$ cat src/rtl/seg_pkg.sv
// seg_pkg: shared glyph table, blanking constants and scan FSM states
package seg_pkg;
  localparam logic [6:0] GLYPH [16] = '{
    7'b000_0001, 7'b100_1111, 7'b001_0010, 7'b000_0110,
    7'b100_1100, 7'b010_0100, 7'b010_0000, 7'b000_1111,
    7'b000_0000, 7'b000_0100, 7'b000_1000, 7'b110_0000,
    7'b011_0001, 7'b100_0010, 7'b011_0000, 7'b011_1000
  };
  localparam logic [6:0] SEG_BLANK = 7'b111_1111;
  localparam logic [3:0] ANODE_OFF = 4'b1111;
  typedef enum logic {BLANK, SHOW} state_t;
endpackage

$ cat src/rtl/hex7seg_decode.sv
// hex7seg_decode: hex nibble to active-low {a..g} glyph
module hex7seg_decode
  import seg_pkg::*;
(
  input  logic [3:0] nib_i,
  output logic [6:0] glyph_o
);
  assign glyph_o = GLYPH[nib_i];
endmodule

$ cat src/rtl/seg_scan_controller.sv
// seg_scan_controller: 4-digit 7-segment scanner with inter-digit blanking and frame-aligned value loading
module seg_scan_controller
  import seg_pkg::*;
#(
  parameter int REFRESH_CNT = 100_000,
  parameter int BLANK_CNT   = 1_000
) (
  input  logic        clk,
  input  logic        rst,
  input  logic [15:0] value_in,
  input  logic        load_valid,
  output logic        load_ready,
  input  logic [3:0]  digit_en,
  input  logic        lz_blank,
  output logic [6:0]  seg,
  output logic [3:0]  digit,
  output logic        frame_done
);
  localparam int MAX_CNT = REFRESH_CNT > BLANK_CNT ? REFRESH_CNT : BLANK_CNT;
  localparam int TW = MAX_CNT > 1 ? $clog2(MAX_CNT) : 1;
  state_t        state_q, state_d;
  logic [1:0]    idx_q, idx_d;
  logic [TW-1:0] timer_q, timer_d;
  logic [15:0]   disp_q, disp_d, pend_q, pend_d;
  logic          pfull_q, pfull_d, fd_q;
  logic [6:0]    seg_q, seg_d, glyph;
  logic [3:0]    digit_q, digit_d;
  logic          done, frame_start, copy, acc, lit;
  hex7seg_decode u_dec (
    .nib_i  (disp_q[{idx_q, 2'b00} +: 4]),
    .glyph_o(glyph)
  );
  always_comb begin
    done        = timer_q == TW'(state_q == BLANK ? BLANK_CNT - 1 : REFRESH_CNT - 1);
    frame_start = done && state_q == SHOW && idx_q == 2'd3;
    state_d     = done ? (state_q == BLANK ? SHOW : BLANK) : state_q;
    idx_d       = idx_q + 2'(done && state_q == SHOW);
    timer_d     = done ? '0 : timer_q + TW'(1);
    lit         = state_q == SHOW && digit_en[idx_q] &&
                  !(lz_blank && idx_q != 2'd0 && (disp_q >> {idx_q, 2'b00}) == 16'h0);
    digit_d     = lit ? ~(4'b0001 << idx_q) : ANODE_OFF;
    seg_d       = lit ? glyph : SEG_BLANK;
    copy        = frame_start && pfull_q;
    acc         = load_valid && !pfull_q;
    disp_d      = copy ? pend_q : disp_q;
    pend_d      = acc ? value_in : pend_q;
    pfull_d     = copy ? 1'b0 : (acc ? 1'b1 : pfull_q);
  end
  always_ff @(posedge clk or negedge rst) begin
    if (!rst) begin
      state_q <= BLANK;
      idx_q   <= 2'd0;
      timer_q <= '0;
      disp_q  <= 16'h0000;
      pend_q  <= 16'h0000;
      pfull_q <= 1'b0;
      seg_q   <= SEG_BLANK;
      digit_q <= ANODE_OFF;
      fd_q    <= 1'b0;
    end else begin
      state_q <= state_d;
      idx_q   <= idx_d;
      timer_q <= timer_d;
      disp_q  <= disp_d;
      pend_q  <= pend_d;
      pfull_q <= pfull_d;
      seg_q   <= seg_d;
      digit_q <= digit_d;
      fd_q    <= frame_start;
    end
  end
  assign load_ready = !pfull_q;
  assign seg        = seg_q;
  assign digit      = digit_q;
  assign frame_done = fd_q;
endmodule

$ cat config.mk
export PLATFORM = sky130hd
export DESIGN_NAME = seg_scan_controller
export DESIGN_NICKNAME = d
export VERILOG_FILES = /design/src/rtl/seg_pkg.sv /design/src/rtl/hex7seg_decode.sv /design/src/rtl/seg_scan_controller.sv
export SDC_FILE = /design/constraint.sdc
export NUM_CORES = 1
export LEC_CHECK = 0
export ABC_AREA = 1
export CAP_MARGIN = 20
export CORE_MARGIN = 5
export CORE_UTILIZATION = 25
export CTS_CLUSTER_DIAMETER = 150
export DETAILED_ROUTE_END_ITERATION = 7
export PLACE_DENSITY_LB_ADDON = 0.1
export REMOVE_ABC_BUFFERS = 1
export SYNTH_ARGS = -nofsm -noshare
export SYNTH_HDL_FRONTEND = slang
export SYNTH_SLANG_ARGS = --single-unit
$ cat constraint.sdc
create_clock -name clk -period 1.8 [get_ports clk]
set_input_delay 0.18 -clock clk [delete_from_list [all_inputs] [get_ports clk]]
set_output_delay 0.18 -clock clk [all_outputs]
set_load 0.02 [all_outputs]
==> flow_metrics.py <==
metrics = {
    "global_route": {
        "grt_pass1_vias": 2937,
        "overflow": 0,
        "met1_usage_pct": 13.8,
        "grt_max_degree": 66,
        "grt_use_met2_pct": 17.6,
        "grt_antenna_before_repair": 0,
        "grt_use_total_pct": 11.1,
        "grt_pass1_wl_um": 14100,
        "grt.busiest_layer": "met2",
        "use_met3_pct": 3.70,
    },
    "synthesis": {
        "ys_seq_area_share_pct": 48.4,
        "yosys_warnings": 0,
        "ys_ff_latch": 65,
        "syn-cell-area_um2": 3390,
        "synth_area_per_cell_um2": 8.84,
        "synth.distinct_cells": 33,
        "syn_inst": 383,
    },
    "sta": {
        "period_share_pct": 98.6,
        "slew_violations": 0,
        "worstMarginPinSlew_ps": 373,
        "setup_violations": 0,
        "max_freq_mhz": 564,
        "slew_headroom_pct": 75.1,
        "rsz0062_at_grt": "true",
        "hold_violations": 0,
        "post-route-min-period_ps": 1770,
        "fin_skew_ps": 7.17,
    },
    "routing": {
        "drt_iter0_drc": 125,
        "drc": 0,
        "wl_per_cell_um": 12.4,
        "via_count": 2726,
        "firstDrtPassIters": 4,
        "viasPerCell": 4.21,
        "ant_nets": 0,
        "wirelength_um": 8040,
    },
    "clock_network": {
        "cts.clk_slew.worst_paths_ps": 60,
        "cts.sinks": 65,
        "cts_tree": "built",
        "clock_latency_ps": 340,
        "clock_path_buffers": 2,
        "htreeDepth": 3,
        "cts-root-buf": "clkbuf_16",
        "numCtsBuffers": 9,
    },
    "critical_path": {
        "crit_buf_inv": 3,
        "worst_ep_arrival_time_ps": 2030,
        "cp_max_fo": 6,
        "startpoint_type": "flip-flop",
        "end_kind": "flip-flop",
        "path_class": "reg2reg",
        "cp.required_ps": 2060,
        "startpoint": "idx_q[1]",
        "slowest_delay_ps": 390,
        "cp_slowest_cell": "dfrtp_1",
        "crit_chain": "buf_6 > nor2_4 > a22oi_2 > nand2_2 > inv_2 > ha_4 > nand2_2 > nor2_2 > nand3b_1 > nor2_1 > a21oi_2 > buf_6 > nand3_2",
        "reg2reg_from": "idx_q[1]",
        "cp_top_family": "simple AND/OR/NAND/NOR gates",
    },
    "final_layout": {
        "fillerInstances": 1416,
        "design_area_um2": 4680,
        "seq_area_um2": 1640,
        "layout-drive-gt1-share_pct": 30.1,
        "nNetsFinal": 498,
        "final_common_cell": "nand2_1",
        "multi_input_area_um2": 1560,
        "area_delta_synth_final_pct": 38.3,
        "n_antenna_cell": 0,
        "final_cell_mix": "nand2_1, dfrtp_1, inv_1",
    },
    "placement": {
        "place.gp.congestion": 0.780,
        "placed_area_um2": 4160,
        "io_buffers": 36,
        "hpwl_um": 5740,
    },
    "pwr": {
        "leakagePower_nw": 2.18,
        "p_per_area_nw_per_um2": 718,
        "total_power_mw": 3.36,
        "ir_drop_v": 0.000543,
    },
    "die": {
        "die-area_um2": 16000,
        "coreArea_um2": 13200,
        "start_util_pct": 25.6,
        "chipHeight_um": 126,
        "die_width_um": 126,
        "ioPinCount": 37,
        "rows": 42,
    },
    "run": {
        "maxCapViolations": 0,
    },
    "worst_hold_path": {
        "hp-class": "in2async",
    },
    "run_status": {
        "status": "finished clean",
    },
}
flip-flops by register name (all words and copies together), names as in the netlist:
signal      count
frame_done      1
pfull_q         1
idx_q           2
timer_q        17
seg             7
state_q         1
digit           4
disp_q         16
pend_q         16
metal layers:
metal  wire (µm)  share of wire [%]
met1        3770                 47
met2        3790                 47
met3         317                3.9
met4         161                2.0
met5           0                  0
cell usage after synthesis:
library cell / number / share of area (%)
nand2_2: 6 / 1.1
or2_2: 1 / 0.18
nor2_4: 2 / 0.67
buf_4: 1 / 0.22
o21bai_1: 16 / 3.5
clkbuf_8: 3 / 1.2
o21ai_0: 14 / 2.1
mux2_2: 16 / 5.3
a31oi_1: 2 / 0.37
a22oi_1: 3 / 0.67
buf_6: 4 / 1.3
nor3_1: 4 / 0.59
nor2_8: 1 / 0.59
inv_2: 2 / 0.22
dfrtp_1: 54 / 40
a211oi_1: 1 / 0.22
nor2_1: 28 / 3.1
nand4_1: 5 / 0.92
nand4_4: 1 / 0.63
nand3_1: 40 / 5.9
nand3b_1: 1 / 0.22
buf_8: 1 / 0.44
xor2_1: 3 / 0.78
clkinv_1: 2 / 0.22
nand2_1: 88 / 9.8
dfstp_2: 11 / 8.5
nor2_2: 3 / 0.55
nand3_4: 1 / 0.52
ha_1: 7 / 2.6
a21oi_1: 10 / 1.5
inv_1: 49 / 5.4
xnor2_1: 2 / 0.52
buf_2: 1 / 0.15
worst paths after layout:
path,depth (start not counted),to,slack [ps]
max,13,digit[2],30
min in group clk,3,pfull_q,430
max in group asynchronous,3,digit[2],1060
max reg2reg,13,digit[2],30
min,3,timer_q[0],380
min reg2reg,1,timer_q[14],490
timing repair:
action | in CTS | in global routing
hold buffers | 1 | 0
endpoints found under the setup margin | 18 | 32
endpoints found under the hold margin | 54 | 0
gates cloned | 1 | 0
gates resized for setup | 10 | 44
pin swaps | 5 | 17
setup buffers | 5 | 3
final cells by class:
cell class                 instances  share of cell area (%)
clock buffer                      13                    5.34
clock inverter                     3                   0.908
inverter                          53                    4.25
multi-input combinational        255                    33.3
sequential                        65                    35.1
tap                              176                    4.70
timing repair buffer              83                    16.5
power breakdown:
part / internal, mW / leakage [nW] / switching, mW / total [mW]
clock: 1.11 / 0.140 / 0.628 / 1.74
sequential: 1.50 / 0.835 / 0.0145 / 1.51
combinational: 0.0707 / 1.20 / 0.0440 / 0.115
total: 2.67 / 2.18 / 0.687 / 3.36
metrics by stage:
stage	util, %	setup WS (ps)	TNS [ps]	cells	hold WS [ps]
6_report	35.4	26.1	0	648	378
5_1_grt	35.4	-112	-2020	648	439
4_1_cts	34.3	-38.3	-311	645	403
3_5_place_dp	31.4	-125	-1080	622	233
3_3_place_gp	31.4	-16.7	-53.6	622	233
2_1_floorplan	-	-452	-10270	373	-116
cells by family after synthesis:
logic type	share of synthesized area [%]
adder cells (fa/ha/maj)	2.59
AND/OR/NAND/NOR	24.8
AO/OA/AOI/OAI	8.35
buffers and inverters	9.24
XOR/XNOR	1.29
flip-flops	48.4
multiplexers	5.32
tightest hold or removal path: stages:
cell and delay (ps):
dlygate4sd3_1 510, buf_2 120, buf_12 300
(Power assumes the default switching activity.)
